<file path="config.mk">
export PLATFORM = sky130hd
export DESIGN_NAME = karatsuba_seq_ctrl
export DESIGN_NICKNAME = d
export VERILOG_FILES = /design/src/rtl/karatsuba_seq_ctrl_pkg.sv /design/src/rtl/kara_mul_shared.sv /design/src/rtl/karatsuba_seq_ctrl.sv
export SDC_FILE = /design/constraint.sdc
export NUM_CORES = 1
export LEC_CHECK = 0
export ABC_AREA = 1
export CORE_ASPECT_RATIO = 2
export CORE_MARGIN = 8
export CORE_UTILIZATION = 45
export CTS_BUF_LIST = sky130_fd_sc_hd__clkbuf_8 sky130_fd_sc_hd__clkbuf_16
export DETAILED_ROUTE_END_ITERATION = 10
export SLEW_MARGIN = 15
export SYNTH_ARGS = -nofsm -noshare
export SYNTH_HDL_FRONTEND = slang
export SYNTH_SLANG_ARGS = --single-unit
</file>
<file path="constraint.sdc">
create_clock -name clk -period 17.35 [get_ports clk]
set_input_delay 2.6025 -clock clk [delete_from_list [all_inputs] [get_ports clk]]
set_output_delay 2.6025 -clock clk [all_outputs]
set_load 0.005 [all_outputs]
</file>
<file path="src/rtl/karatsuba_seq_ctrl_pkg.sv">
// rtl/karatsuba_seq_ctrl_pkg.sv - shared state encoding and width helpers for the Karatsuba scheduler
package karatsuba_seq_ctrl_pkg;

  localparam int N_DEF = 32;

  typedef enum logic [2:0] {
    IDLE,
    MUL_HH,
    MUL_LL,
    MUL_MID,
    COMBINE,
    DONE
  } state_t;

  // Shared multiplier operand width: half width plus the carry of AH+AL.
  function automatic int op_w(input int k);
    return k + 1;
  endfunction

  function automatic int mid_w(input int k);
    return 2 * k + 2;
  endfunction

  function automatic int prod_w(input int n);
    return 2 * n;
  endfunction

endpackage

</file>
<file path="src/rtl/kara_mul_shared.sv">
// rtl/kara_mul_shared.sv - combinational unsigned WxW multiplier shared by all partial products
module kara_mul_shared
  import karatsuba_seq_ctrl_pkg::*;
#(
  parameter int W = op_w(N_DEF / 2)
) (
  input  logic [W-1:0]   x,
  input  logic [W-1:0]   y,
  output logic [2*W-1:0] prod
);

  assign prod = x * y;

endmodule

</file>
<file path="src/rtl/karatsuba_seq_ctrl.sv">
// rtl/karatsuba_seq_ctrl.sv - sequential Karatsuba scheduler, one shared multiplier for HH, LL and mid
module karatsuba_seq_ctrl
  import karatsuba_seq_ctrl_pkg::*;
#(
  parameter int N         = N_DEF,
  parameter int K         = N / 2,
  parameter bit EARLY_OUT = 1'b1
) (
  input  logic           clk,
  input  logic           rst_n,
  input  logic           in_valid,
  output logic           in_ready,
  input  logic [N-1:0]   a,
  input  logic [N-1:0]   b,
  output logic           out_valid,
  input  logic           out_ready,
  output logic [2*N-1:0] p,
  output logic           busy
);

  localparam int KW = op_w(K);
  localparam int MW = mid_w(K);
  localparam int PW = prod_w(N);

  state_t        state;
  logic [K-1:0]  ah, al, bh, bl;
  logic [KW-1:0] s1, s2;
  logic [KW-1:0] mx, my;
  logic [2*K-1:0] m1, m2;
  logic [MW-1:0] m3;
  logic [MW-1:0] prod;
  logic [MW-1:0] mid;
  logic [PW-1:0] sum;
  logic          skip_hh;

  assign in_ready = (state == IDLE);
  assign busy     = (state != IDLE);
  assign skip_hh  = EARLY_OUT && ((a[N-1:K] == '0) || (b[N-1:K] == '0));

  always_comb begin
    mx = s1;
    my = s2;
    case (state)
      MUL_HH: begin
        mx = {1'b0, ah};
        my = {1'b0, bh};
      end
      MUL_LL: begin
        mx = {1'b0, al};
        my = {1'b0, bl};
      end
      default: ;
    endcase
  end

  kara_mul_shared #(.W(KW)) u_mul (
    .x    (mx),
    .y    (my),
    .prod (prod)
  );

  // Bits above 2N of the full Karatsuba sum are always zero, so the sum is formed at 2N directly.
  assign mid = m3 - MW'(m1) - MW'(m2);
  assign sum = (PW'(m1) << N) + (PW'(mid) << K) + PW'(m2);

  always_ff @(posedge clk or negedge rst_n) begin
    if (!rst_n) begin
      state     <= IDLE;
      ah        <= '0;
      al        <= '0;
      bh        <= '0;
      bl        <= '0;
      s1        <= '0;
      s2        <= '0;
      m1        <= '0;
      m2        <= '0;
      m3        <= '0;
      p         <= '0;
      out_valid <= 1'b0;
    end else begin
      case (state)
        IDLE: begin
          if (in_valid) begin
            ah    <= a[N-1:K];
            al    <= a[K-1:0];
            bh    <= b[N-1:K];
            bl    <= b[K-1:0];
            s1    <= KW'(a[N-1:K]) + KW'(a[K-1:0]);
            s2    <= KW'(b[N-1:K]) + KW'(b[K-1:0]);
            m1    <= '0;
            state <= skip_hh ? MUL_LL : MUL_HH;
          end
        end
        MUL_HH: begin
          m1    <= prod[2*K-1:0];
          state <= MUL_LL;
        end
        MUL_LL: begin
          m2    <= prod[2*K-1:0];
          state <= MUL_MID;
        end
        MUL_MID: begin
          m3    <= prod;
          state <= COMBINE;
        end
        COMBINE: begin
          p         <= sum;
          out_valid <= 1'b1;
          state     <= DONE;
        end
        DONE: begin
          if (out_ready) begin
            out_valid <= 1'b0;
            state     <= IDLE;
          end
        end
        default: state <= IDLE;
      endcase
    end
  end

endmodule

</file>
After elaboration in Yosys (flattened, before gate mapping)
Index checks and enable logic that the tools add are counted.
{ "totals": {"mem_bits_ro": 0, "n_memories": 0, "latchBits": 0, "register_bits": 264, "mem_bits_rw": 0, "inputBits": 68} }
{ "op_classes": {"muxes": 10, "n_div": 0, "bitwise": 0, "addsub": 6, "mul": 1, "n_reduce_logical": 11, "eq_ne": 7, "n_shift": 0, "n_lt_le_gt_ge": 0} }
{ "op_table": {"columns": ["cell", "count"], "rows": [
  ["17-bit case mux with 2 select lines", 2],
  ["34-bit by 32-bit subtractor with 34-bit output", 2],
  ["64-bit by 32-bit adder with 64-bit output", 1],
  ["64-bit by 50-bit adder with 64-bit output", 1],
  ["32-bit case mux with 2 select lines", 1],
  ["16-bit by 16-bit adder with 17-bit output", 2],
  ["17-bit by 17-bit multiplier with 34-bit output", 1],
  ["16-bit zero test", 2],
  ["32-bit two-way mux", 1],
  ["3-bit case mux with 6 select lines", 1],
  ["2-bit AND reduction", 4],
  ["3-bit by 2-bit == test with 1-bit output, second input constant", 2],
  ["3-bit == test, second input constant", 2],
  ["3-bit two-way mux", 2],
  ["2-bit != test, second input constant", 2],
  ["2-bit nonzero test", 2],
  ["3-bit by 1-bit == test with 1-bit output, second input constant", 1],
  ["3-bit zero test", 1],
  ["3-bit nonzero test", 1],
  ["2-bit two-way mux", 1],
  ["1-bit case mux with 2 select lines", 1],
  ["1-bit logical OR", 1],
  ["1-bit two-way mux", 1]
]} }

Depth between registers and ports, before layout
{ "logic_depth": {"word_depth": 5, "ltp_mapped": 34} }

Modules after synthesis
From an unflattened synthesis, not the netlist that was laid out.
{ "hier_totals": {"cells_unflattened": 3999, "hier_area_um2": 28742.6} }
{ "modules_own_cells": {"columns": ["module", "instances", "area_each_um2", "seq_area_each_um2", "cells_per_inst"], "rows": [
  ["karatsuba_seq_ctrl", 1, 18201.2, 6606.3, 2484],
  ["kara_mul_shared", 1, 10541.4, 0.0, 1515]
]} }

Least setup slack after synthesis
Ideal clock, no wire load.
{ "synth_path": {"kind": "flip-flop to flip-flop", "start": "register state[0]", "end": "register m3[28]", "n_path_buf": 2, "required_ns": 17.232, "path_stages_with_launch": 30, "path_slack_ns": 11.266, "arrival_time_ns": 5.966, "period_less_slack_ns": 6.084, "path_cell_list": "dfrtp_1 > inv_1 > nand3_2 > nand2_2 > inv_2 > buf_4 > a21oi_2 > buf_2 > nor2_1 > fa_1 > inv_1 > fa_1 > fa_1 > inv_1 > fa_1 > fa_1 > inv_1 > fa_1 > inv_1 > ha_1 > nand2_1 > nor2_1 > inv_1 > nor2_1 > nor2_1 > or2_2 > nand3_1 > nand2_1 > nand3_1 > nand2_1"} }
{ "synth_between": {"elab_chain_len": 3, "word_cells_on_any_way": 6, "classes_between": "1 x mul; 3 x eq/ne; 2 x mux"} }
{ "synth_lines": {"columns": ["item", "line_no", "text"], "rows": [
  ["start, declared", "karatsuba_seq_ctrl.sv:25", "state_t state;"],
  ["start signal, assigned", "karatsuba_seq_ctrl.sv:91", "state <= skip_hh ? MUL_LL : MUL_HH;"],
  ["3-bit by 2-bit == test with 1-bit output / 3-bit by 1-bit == test with 1-bit output (equally long branches)", "karatsuba_seq_ctrl.sv:43", "case (state)"],
  ["17-bit case mux with 2 select lines", "karatsuba_seq_ctrl.sv:43", null],
  ["17-bit by 17-bit multiplier with 34-bit output", "kara_mul_shared.sv:12", "assign prod = x * y;"],
  ["end signal, assigned", "karatsuba_seq_ctrl.sv:103", "m3 <= prod;"],
  ["end, declared", "karatsuba_seq_ctrl.sv:30", "logic [MW-1:0] m3;"]
]} }
Several ways; a longest one is shown, not always the timed one.
A chain may end at the register's enable or synchronous reset.

Worst setup path in the final report
{ "layout_path": {"start": "register state[0]", "end": "register m1[23]"} }
{ "layout_between": {"elab_chain_len": 4, "word_cells_on_any_way": 10, "classes_between": "1 x mul; 3 x eq/ne; 3 x mux; 3 x reduce/logical"} }
{ "layout_lines": {"columns": ["item", "line_no", "text"], "rows": [
  ["3-bit by 2-bit == test with 1-bit output / 3-bit by 1-bit == test with 1-bit output (equally long branches)", "karatsuba_seq_ctrl.sv:43, karatsuba_seq_ctrl.sv:81", null],
  ["17-bit case mux with 2 select lines", "karatsuba_seq_ctrl.sv:43", null],
  ["17-bit by 17-bit multiplier with 34-bit output", "kara_mul_shared.sv:12", null],
  ["32-bit case mux with 2 select lines", "karatsuba_seq_ctrl.sv:81", "case (state)"],
  ["end signal, assigned", "karatsuba_seq_ctrl.sv:95", "m1 <= prod[2*K-1:0];"],
  ["end, declared", "karatsuba_seq_ctrl.sv:29", "logic [2*K-1:0] m1, m2;"]
]} }
Several ways; a longest one is shown, not always the timed one.

==> results.cfg <==
[run_status]
outcome = complete, no violations

[routing]
firstDrtPassIters = 5
post_drt_wl_per_cell_microns = 24.0
drtAntennaViolNets = 0
drc = 0
drt-initial-drc-count = 1136
routed_via_density = 5.38
vias = 25200
wirelength_microns = 112000

[synthesis]
async_flop_share_pct = 100
ys_ff_latch = 264
ys_types = 42
yosysTopAreaCell = dfrtp_1
ys_warn_count = 0
synth_edf_count = 0
synth_flop_cell = dfrtp_1
avgSynthCellArea_sq_um = 7.32
syn-num-nets = 4313
synth_top_cell_area_share_pct = 23.9
synthTopCellsByArea = dfrtp_1, fa_1, nand2_1, ha_1, inv_1
synthCells = 3777
syn_area_sq_um = 27600
ys_seq_area_share_pct = 23.9

[clocking]
clk_pin_slew_worst_paths_ns = 0.07
cts_buffers = 26
postCtsHoldBufs = 0
cts_root_buf = clkbuf_16
clk_latency_ns = 0.61
cts_resized = 0
numClockSinks = 264
postCtsSetupRepairBufs = 0
h-tree-depth = 1
clk_path_buf_depth = 3
cts_tree = built

[timing]
period_share_pct = 50.9
hold_viol = 0
relSlewSlack_pct = 37.8
finalMaxSlewViolations = 0
fin_crit_ns = 8.84
setup_viol = 0
tightest_slew_ns = 0.933
finClkSkew_ns = 0.0232
fmax_mhz = 113
rsz0062_at_grt = no
fin_setup_tns_ns = 0

[global_route]
grt_usage_pct = 32.3
grt_max_degree = 93
grt_pass1_vias = 27400
grt_first_pass_wirelength_microns = 166000
antenna_found_initial = 1
grt-ovfl-total = 0

[place]
place_congestion = 1.05
dp_hpwl_microns = 95600
portBuffers = 134

[layout]
num-nets-final = 4413
areaGrowthSynthToFinish_pct = 11.1
fillers = 6432
n_antenna_cell = 0
drive_above_1_share_pct = 3.93

[die]
io_pins = 135
core-area_sq_um = 60900
die_w_microns = 191
die_area_sq_um = 70100
die_y_microns = 367
rows = 128
initial_core_util_pct = 45.4

[worst_setup_path]
path_class = reg2reg
worst_setup_path_end_kind = flip-flop
slowest_delay_ns = 0.56
rrSetupSlack_ns = 8.51
r2r-start = state[0]$_DFFE_PN0P_
cp-start-kind = flip-flop
arrival_ns = 9.29
r2r-end = m1[23]$_DFFE_PN0P_
crit_path_top_delay_cell = fa_1
rr_worst_depth = 29
worstPathRequired_ns = 17.80
crit_fanout = 44

[flow_run]
maxCapViolCount = 0

[hold_path]
min_path_cells = 2
hold_class = reg2reg
hold_end = p[17]$_DFFE_PN0P_
hold_start = p[17]$_DFFE_PN0P_
[worst max-delay path: cells and delay by family, from the launching register on]
kind	cells	cell delay [ns]
and+or+nand+nor	9	2.17
DFF	1	0.40
buffers and inverters	11	2.40
adders and majority gates	7	3.36
AOI/OAI and AO/OA	2	0.28
[metal layers]
metal	vias to the layer above	wire length, microns	GRT usage (%)
met4	0	14900	34.6
met1	12000	31100	24.6
li1	11900	-	-
met2	813	62300	63.1
met3	477	3790	4.33
met5	-	0	0
[stage by stage]
step / utilization [%] / setup slack [ns] / hold slack, ns / std cells / instance area [sq um]
after floorplan: - / 11.27 / 0.449 / 3777 / 27600
after global placement: 48.9 / 8.78 / 0.456 / 4628 / 29800
after detailed placement: 48.9 / 8.70 / 0.461 / 4628 / 29800
after CTS: 50.5 / 8.66 / 0.478 / 4676 / 30700
after global routing: 50.5 / 8.12 / 0.488 / 4677 / 30700
final: 50.5 / 8.51 / 0.472 / 4677 / 30700
[cell usage after synthesis (2+ instances only)]
cell / count
a21oi_2: 23
inv_1: 678
o22ai_1: 26
nor3_1: 15
nand3_1: 190
buf_1: 6
a21o_1: 10
and2_1: 3
o21ai_0: 224
dfrtp_1: 264
a31oi_1: 7
or2_2: 10
o21a_1: 3
nand3b_1: 21
a211oi_1: 2
nand2_1: 1110
nand3_2: 2
xor2_1: 32
o21ai_1: 20
nor4_1: 9
a22o_1: 2
buf_2: 36
nor2_1: 305
o211ai_1: 2
clkbuf_1: 39
ha_1: 209
buf_6: 2
nor2_2: 3
nand4_1: 29
a21oi_4: 5
xnor2_1: 45
o21bai_1: 9
fa_1: 259
inv_2: 32
buf_4: 4
a22oi_1: 3
a21oi_1: 133
[flip-flops by register name (all words and copies together), names as in the netlist, 17 cells and up]
signal,cells
m3,34
s2,17
s1,17
p,64
m2,32
m1,32
[cell usage in the layout, fill, tap and decap left out, types with 3 or more instances in the layout]
master and n:
nand2_1 1109, inv_1 679, nor2_1 304, dfrtp_1 264, fa_1 259, o21ai_0 224, ha_1 209, nand3_1 190
a21oi_1 133, clkdlybuf4s50_1 133, xnor2_1 45, inv_2 32, xor2_1 32, nand4_1 29, o22ai_1 26, clkbuf_16 26
buf_4 24, a21oi_2 23, nand3b_1 21, o21ai_1 20, nor3_1 14, a21o_1 10, or2_2 10, o21bai_1 9
nor4_1 9, a31oi_1 7, clkinvlp_4 6, a21oi_4 5, bufinv_16 5, nor2_2 4, clkbuf_8 4, o21a_1 3
and2_1 3, a22oi_1 3
[worst max-delay path by stage]
stage,to,cells after the start,startpoint,slack [ns]
floorplan,m3[28]$_DFFE_PN0N_,29,state[0]$_DFFE_PN0P_,11.27
global placement,m1[23]$_DFFE_PN0P_,27,state[2]$_DFFE_PN0P_,8.78
detailed placement,m1[23]$_DFFE_PN0P_,27,state[0]$_DFFE_PN0P_,8.70
CTS,m1[23]$_DFFE_PN0P_,27,state[0]$_DFFE_PN0P_,8.66
global route,m2[27]$_DFFE_PN0N_,29,state[2]$_DFFE_PN0P_,8.12
finish,m1[23]$_DFFE_PN0P_,29,state[0]$_DFFE_PN0P_,8.51
[cell type report]
type	count	area [sq um]	share of cell area, %
multi-input cells	2715	18000	58.5
repair buffers	159	1530	4.99
clock buffers	30	706	2.30
well taps	780	976	3.18
flip-flops and latches	264	6610	21.5
inverters	711	2670	8.69
clock inverters	18	251	0.819
[cells by family after synthesis]
logic type / after synthesis / share of synthesized area (%)
AND/OR/NAND/NOR: 1699 / 24.8
buffers and inverters: 798 / 11.1
adder cells (fa/ha/maj): 468 / 28.2
flip-flops: 264 / 23.9
AO/OA/AOI/OAI: 471 / 9.50
XOR/XNOR: 77 / 2.44
Power is left out: the tool's default activity adds up to more than one toggle a clock period on the data nets, which glitch-free logic cannot reach.
